`src/rtl/blink_meter.sv`:
```
// blink_meter: measures edge-to-edge distance of an async square wave,
// reports lock against the nominal half-period and flags a stuck input.
module blink_meter #(
  parameter int CLK_FREQ_KHz = 50000,
  parameter int LED_FREQ_Hz  = 1,
  parameter int HALF_PERIOD  = (CLK_FREQ_KHz*1000)/(LED_FREQ_Hz*2),
  parameter int TOL          = HALF_PERIOD/8,
  parameter int TIMEOUT      = 2*HALF_PERIOD,
  localparam int CW          = $clog2(TIMEOUT+1)
) (
  input  logic          clk,
  input  logic          rst,
  input  logic          blink_in,
  output logic          level,
  output logic [CW-1:0] half_period,
  output logic          period_valid,
  output logic          locked,
  output logic          stuck
);

  typedef enum logic [1:0] {
    SEARCH,
    MEASURE,
    TRACK
  } state_e;

  // tolerance window, lower bound clamped at zero
  localparam int          LO_I  = (HALF_PERIOD > TOL) ? HALF_PERIOD - TOL : 0;
  localparam int          HI_I  = HALF_PERIOD + TOL;
  localparam logic [31:0] LO_C  = 32'(LO_I);
  localparam logic [31:0] HI_C  = 32'(HI_I);
  localparam logic [CW-1:0] TO_C  = CW'(TIMEOUT);
  localparam logic [CW-1:0] TO_M1 = CW'(TIMEOUT - 1);

  logic          s1_q, s2_q, prev_q;
  logic [CW-1:0] cnt_q, cnt_d;
  logic [1:0]    good_q;
  state_e        state_q;
  logic [CW-1:0] half_q;
  logic          pv_q, locked_q, stuck_q;

  logic          det_edge;
  logic [CW-1:0] n_w;
  logic [31:0]   n32;
  logic          in_tol;

  assign det_edge = (s2_q != prev_q);
  assign n_w      = cnt_q + CW'(1);
  assign n32      = 32'(n_w);
  assign in_tol   = (n32 >= LO_C) && (n32 <= HI_C);

  assign level        = s2_q;
  assign half_period  = half_q;
  assign period_valid = pv_q;
  assign locked       = locked_q;
  assign stuck        = stuck_q;

  // two-flop synchronizer plus previous-level register for edge detect
  always_ff @(posedge clk or negedge rst) begin
    if (!rst) begin
      s1_q   <= 1'b0;
      s2_q   <= 1'b0;
      prev_q <= 1'b0;
    end else begin
      s1_q   <= blink_in;
      s2_q   <= s1_q;
      prev_q <= s2_q;
    end
  end

  // cycles since last edge, saturating at TIMEOUT
  always_comb begin
    cnt_d = cnt_q;
    if (det_edge) begin
      cnt_d = '0;
    end else if (cnt_q != TO_C) begin
      cnt_d = cnt_q + CW'(1);
    end
  end

  // edge-distance counter register
  always_ff @(posedge clk or negedge rst) begin
    if (!rst) begin
      cnt_q <= '0;
    end else begin
      cnt_q <= cnt_d;
    end
  end

  // search/measure/track FSM with registered outputs
  always_ff @(posedge clk or negedge rst) begin
    if (!rst) begin
      state_q  <= SEARCH;
      good_q   <= 2'd0;
      half_q   <= '0;
      pv_q     <= 1'b0;
      locked_q <= 1'b0;
      stuck_q  <= 1'b0;
    end else begin
      pv_q     <= 1'b0;
      locked_q <= (good_q == 2'd2);
      unique case (state_q)
        SEARCH: begin
          if (det_edge) begin
            state_q <= MEASURE;
            stuck_q <= 1'b0;
          end
        end
        MEASURE, TRACK: begin
          if (det_edge) begin
            half_q  <= n_w;
            pv_q    <= 1'b1;
            state_q <= TRACK;
            if (!in_tol) begin
              good_q <= 2'd0;
            end else if (good_q != 2'd2) begin
              good_q <= good_q + 2'd1;
            end
          end else if (cnt_q == TO_M1) begin
            stuck_q  <= 1'b1;
            locked_q <= 1'b0;
            good_q   <= 2'd0;
            half_q   <= '0;
            state_q  <= SEARCH;
          end
        end
        default: begin
          state_q <= SEARCH;
        end
      endcase
    end
  end

endmodule

```
`config.mk`:
```
export PLATFORM = sky130hd
export DESIGN_NAME = blink_meter
export DESIGN_NICKNAME = d
export VERILOG_FILES = /design/src/rtl/blink_meter.sv
export SDC_FILE = /design/constraint.sdc
export NUM_CORES = 1
export LEC_CHECK = 0
export CAP_MARGIN = 0
export CORE_UTILIZATION = 35
export DETAILED_ROUTE_END_ITERATION = 7
export PLACE_DENSITY = 0.62
export SYNTH_ARGS = -nofsm -noshare
export SYNTH_HDL_FRONTEND = slang
export SYNTH_SLANG_ARGS = --single-unit
```
`constraint.sdc`:
```
create_clock -name clk -period 3.9 [get_ports clk]
set_input_delay 0.585 -clock clk [delete_from_list [all_inputs] [get_ports clk]]
set_output_delay 0.585 -clock clk [all_outputs]
set_load 0.05 [all_outputs]
```
Word-level counts from Yosys, hierarchy flattened
Index checks and enable logic that the tools add are counted.
Widths: inputs -> output; s select.
- bits in registers: 62
- bits in latches: 0
- memory bits (writable): 0
- ROM bits: 0
- input bits: 3
- output and inout bits: 30
- logic and storage cells: 56
- memories: 0
- add/subtract/negate cells: 2
- multiply operators: 0
- div/mod/pow operators: 0
- order comparisons: 2
- equal/unequal tests: 12
- shift operators: 0
- mux-type cells: 20
- bitwise operators: 0
- reductions and logical operators: 10
- operators by type and width (cell ; count):
    $mux 26 ; 4
    $add 26x1->26 const B ; 1
    $eq 26x26->1 const B ; 1
    $ge 26x25->1 const B ; 1
    $le 26x25->1 const B ; 1
    $ne 26x26->1 const B ; 1
    $mux 2 ; 6
    $mux 1 ; 8
    $ne 2x2->1 const B ; 4
    $reduce_bool 2->1 ; 3
    $eq 2x2->1 const B ; 2
    $pmux 2 s2 ; 1
    $reduce_and 2->1 ; 2
    $reduce_and 4->1 ; 1
    $ne 3x2->1 const B ; 1
    $ne 3x3->1 const B ; 1
    $reduce_and 3->1 ; 1
    $add 2x1->2 const B ; 1
    $eq 2x1->1 const B ; 1
    $logic_not 2->1 ; 1
    $pmux 1 s2 ; 1
    $reduce_or 2->1 ; 1
    $logic_and 1x1->1 ; 1
    $ne 1x1->1 ; 1

Longest topological paths before layout
Gate-level depths: netlist of run 1.
- depth after elaboration: 5
- mapped depth: 11

Worst setup path after synthesis of run 1
No wires, ideal clock.
- path kind: reg-to-reg
- start: register cnt_q[0]
- end: register good_q[0]
- setup time: 0.079 ns
- arrival time: 2.687 ns
- required time: 3.821 ns
- slack: 1.134 ns
- cell stages (with the launch flop): 11
- buffers on the path: 0
- path through: dfrtp_1 -> ha_1 -> nand3_1 -> or4_4 -> or4_4 -> and2_4 -> and3_4 -> a21bo_1 -> a32oi_2 -> a21oi_1 -> mux2i_1
- longest elaborated chain between the ends: 5
- elaborated cells on any way between the ends: 10
- classes of those cells: add/sub (1); order compare (2); eq/ne (2); mux (2); reduce/logical (3)
- ends and longest elaborated chain (what ; line ; RTL):
    start: declaration ; 36 ; logic [CW-1:0] cnt_q, cnt_d;
    start signal: assignment ; 86 ; cnt_q <= cnt_d;
    $add 26x1->26 ; 48 ; assign n_w = cnt_q + CW'(1);
    $ge 26x25->1 / $le 26x25->1 (equally long branches) ; 50 ; assign in_tol = (n32 >= LO_C) && (n32 <= HI_C);
    $logic_and 1x1->1 ; 50 ;
    $ne 3x2->1 (no line) / $mux 2 (equally long branches) ; -- ;
    $reduce_and 3->1 (no line) / $mux 2 (equally long branches) ; -- ;
    end signal: assignment ; 117 ; good_q <= good_q + 2'd1;
    end: declaration ; 37 ; logic [1:0] good_q;
Several ways; a longest one is shown, not always the timed one.
A chain may end at the register's enable or synchronous reset.

Worst setup path in the final report of run 1
Same ends and word-level chain as after synthesis.

==> run_results.csv, run 1 <==
group,metric,value,unit
clocking,root_buffer,"clkbuf_8",
run,max-cap-violations,0,
die,rows,35,
grt,antenna_found_initial,0,
timing,timing.final.ws_setup,0.466,ns
power,p_switching,565,uW
synthesis,synth_edf_count,0,
layout,diodes,0,
grt,grt_max_degree,38,
setup_path,rrSetupSlack,0.47,ns
synthesis,avgSynthCellArea,9.06,sq um
grt,grt_pass1_vias,2778,
power,pwr-share-clk,0.345,
timing,finalSetupViolations,0,
placement,dp.cells,520,
route,drc,0,
clocking,cts_buffer_depth,2,
clocking,clk_pin_slew,0.07,ns
route,vias_per_cell,5.45,
setup_path,worstPathArrival,3.72,ns
synthesis,ys.warnings.count,0,
synthesis,synth_mux_area_frac,0.00300,
setup_path,critPathRequiredTime,4.19,ns
placement,place_congestion,0.965,
setup_path,setup.worst_path.end_class,"flop",
synthesis,synth-async-reset-ratio,1.00,
die,die_y,99.7,um
power,seq_power_share,0.430,
clocking,cts_tree,"built",
timing,relSlewSlack,0.407,
setup_path,worstSetupStartpointType,"flop",
layout,syn2layout_area_growth,19.6,%
route,firstDrtPassIters,5,
synthesis,synth-main-ff-cell,"dfrtp_1",
layout,fin_cells,536,
clocking,post_cts_buffers,0,
route,vias,2920,
power,ir_drop,286,uV
clocking,holdBufCountCts,0,
grt,grt_pass1_wl,14.4,mm
grt,overflow,0,
timing,maxSlewViolCount,0,
synthesis,seq_area_frac_synth,0.464,
timing,fin_crit_sh,0.881,
synthesis,synth-adder-area-share,0.0150,
timing,worst_pin_slew,0.887,ns
timing,period_needed,3.43,ns
setup_path,cp_max_fo,12,
timing,max_freq,291,MHz
hold_path,hp-class,"in -> async",
layout,register_area,1550,sq um
layout,drive_above_1_share,0.0983,
synthesis,syn_nets,376,
die,ios,33,
placement,portBuffers,32,
clocking,htreeDepth,3,
timing,hold_viol,0,
placement,dp.final_hpwl,6.23,mm
route,routedWlPerCell,16.4,um
clocking,numCtsBuffers,9,
power,p_comb_frac,0.225,
timing,rsz0062_at_grt,"no",
route,ant_nets,0,
timing,fin_skew,0.0125,ns
power,p_int,1.07,mW
die,dieWidth,99.7,um
synthesis,synth_cell_type_count,56,
clocking,cts_sinks,62,
placement,dp_slack,0.532,ns
timing,setup_tns,0,ns
grt,grtUsageTotal,0.190,
placement,postPlaceCellArea,3810,sq um
synthesis,synth-simple-area-share,0.302,
setup_path,crit_type,"reg -> reg",
synthesis,synthCells,369,
timing,timing.hold.ws,0.304,ns
synthesis,synth_top_family_by_area,"simple AND/OR/NAND/NOR gates",
power,sw_frac_of_total,0.346,
synthesis,synth_xor_area_frac,0.0446,
route,drtIter0Drc,236,
die,start_util,0.362,
die,die_area,9940,sq um
route,drt_wl_total,8.81,mm
synthesis,synth_compound_area_frac,0.132,
clocking,post_cts_resized,0,
synthesis,synth_area,3340,sq um
die,design.core.area,9240,sq um
power,power.leakage,1.64,nW
layout,multi_input_area,1660,sq um
layout,final_area,4000,sq um
power,p_per_area,408,nW/um^2
synthesis,yosys_register_bits,62,
layout,final_nets,409,
run_status,status,"complete, no violations",
layout,nFillCells,927,
clocking,worstSkewPairLatency,0.37,ns
## synthesized netlist by cell type (3+ instances only)
master    number  share of area
and3_1         5         0.0094
nor4_1         6          0.011
buf_2          5         0.0075
clkbuf_1      13          0.015
xnor2_1       12          0.031
xor2_1         5          0.013
nand3_1       14          0.021
o21ai_0       39          0.058
o31ai_1        3         0.0067
nand4_1       17          0.032
a21oi_1        6         0.0090
and2_1         8          0.015
nor3_1        10          0.015
ha_1           4          0.015
nor2_1        35          0.039
nor4b_1        5          0.013
o22ai_1        4         0.0075
or3_1          6          0.011
or4_1          3         0.0067
or4_4          3          0.010
inv_1         14          0.016
dfrtp_1       62           0.46
nand4b_1       3         0.0079
nand2_1       48          0.054
## logic make-up (layout without fill, tap and decap cells)
group	after synthesis	count (layout)
AO/OA/AOI/OAI	71	71
XOR/XNOR	17	17
adder cells (fa/ha/maj)	4	4
buffers and inverters	33	71
flip-flops	62	62
multiplexers	1	1
AND/OR/NAND/NOR	181	181
## final timing paths
kind	start	endpoint	cells after the start
min in group clk	s1_q	level	0
hold reg to reg	s1_q	level	0
hold / removal	rst	s1_q	1
setup reg to reg	cnt_q[0]	good_q[0]	10
max in group asynchronous	rst	cnt_q[20]	2
setup / recovery	cnt_q[0]	good_q[0]	10
## cell type report
type	instances	area share
multi-input combinational	274	0.415
sequential	62	0.388
timing repair buffer	41	0.0958
tap	129	0.0404
clock buffer	9	0.0310
clock inverter	7	0.0163
inverter	14	0.0131
## through the flow
step / util / total power, mW
6_report: 0.432 / 1.63
5_1_grt: 0.432 / 1.72
4_1_cts: 0.432 / 1.66
3_5_place_dp: 0.412 / 1.09
3_3_place_gp: 0.412 / 1.08
2_1_floorplan: - / 0.954
## power groups by stage
stage	clock (mW)	sequential, mW	combinational, mW
after detailed placement	0	0.715	0.373
after CTS	0.579	0.703	0.375
after floorplan	0	0.775	0.180
after global routing	0.605	0.707	0.407
final	0.563	0.702	0.367
after global placement	0	0.714	0.366
## state kept, by name, indices dropped and copies added (netlist names)
register      flops
cnt_q            26
half_period      26
good_q            2
state_q           2
level             1
locked            1
period_valid      1
prev_q            1
s1_q              1
stuck             1
## placed cells by master, fill, tap and decap left out, drive strengths merged, types with 4 or more instances in the layout
cell	count
or3	6
xor2	5
clkinv	4
xnor2	12
clkbuf	9
nor4b	5
nor2	35
and3	6
dfrtp	62
nand2	48
and2	10
o21ai	40
inv	14
clkdlybuf4s50	31
nor4	7
a21oi	6
nand4	19
or4	6
nand3	15
o22ai	4
buf	10
ha	4
nor3	10
## critical path, cell delays in order (launching register included)
cell	delay, ns
dfrtp_1	0.46
ha_1	0.30
nand3_1	0.37
or4_4	0.65
or3_1	0.42
and2_1	0.22
nor4b_1	0.27
nand4_1	0.18
a32oi_2	0.21
a21oi_1	0.11
mux2i_1	0.17
## metal layers
layer  wire (um)  share of wire  vias up  GRT usage
met4         262          0.030        0     0.0882
li1            -              -     1387          -
met2        4040           0.46      102      0.299
met5           0              0        -          0
met3         450          0.051       28     0.0478
met1        4060           0.46     1403      0.247
Note: power is estimated with default switching activity, not from simulation.
==> inputs of run 2 (changes only) <==
--- a/constraint.sdc
+++ b/constraint.sdc
@@ -3,2 +3,2 @@
 set_output_delay 0.585 -clock clk [all_outputs]
-set_load 0.05 [all_outputs]
+set_load 0.1 [all_outputs]
==> results of run 2 <==
The final DEF is identical to that of run 1. Status: complete, no violations.
Among the figures that moved: total power 1.63 mW -> 1.71 mW; worst IR drop on VDD 286 uV -> 334 uV
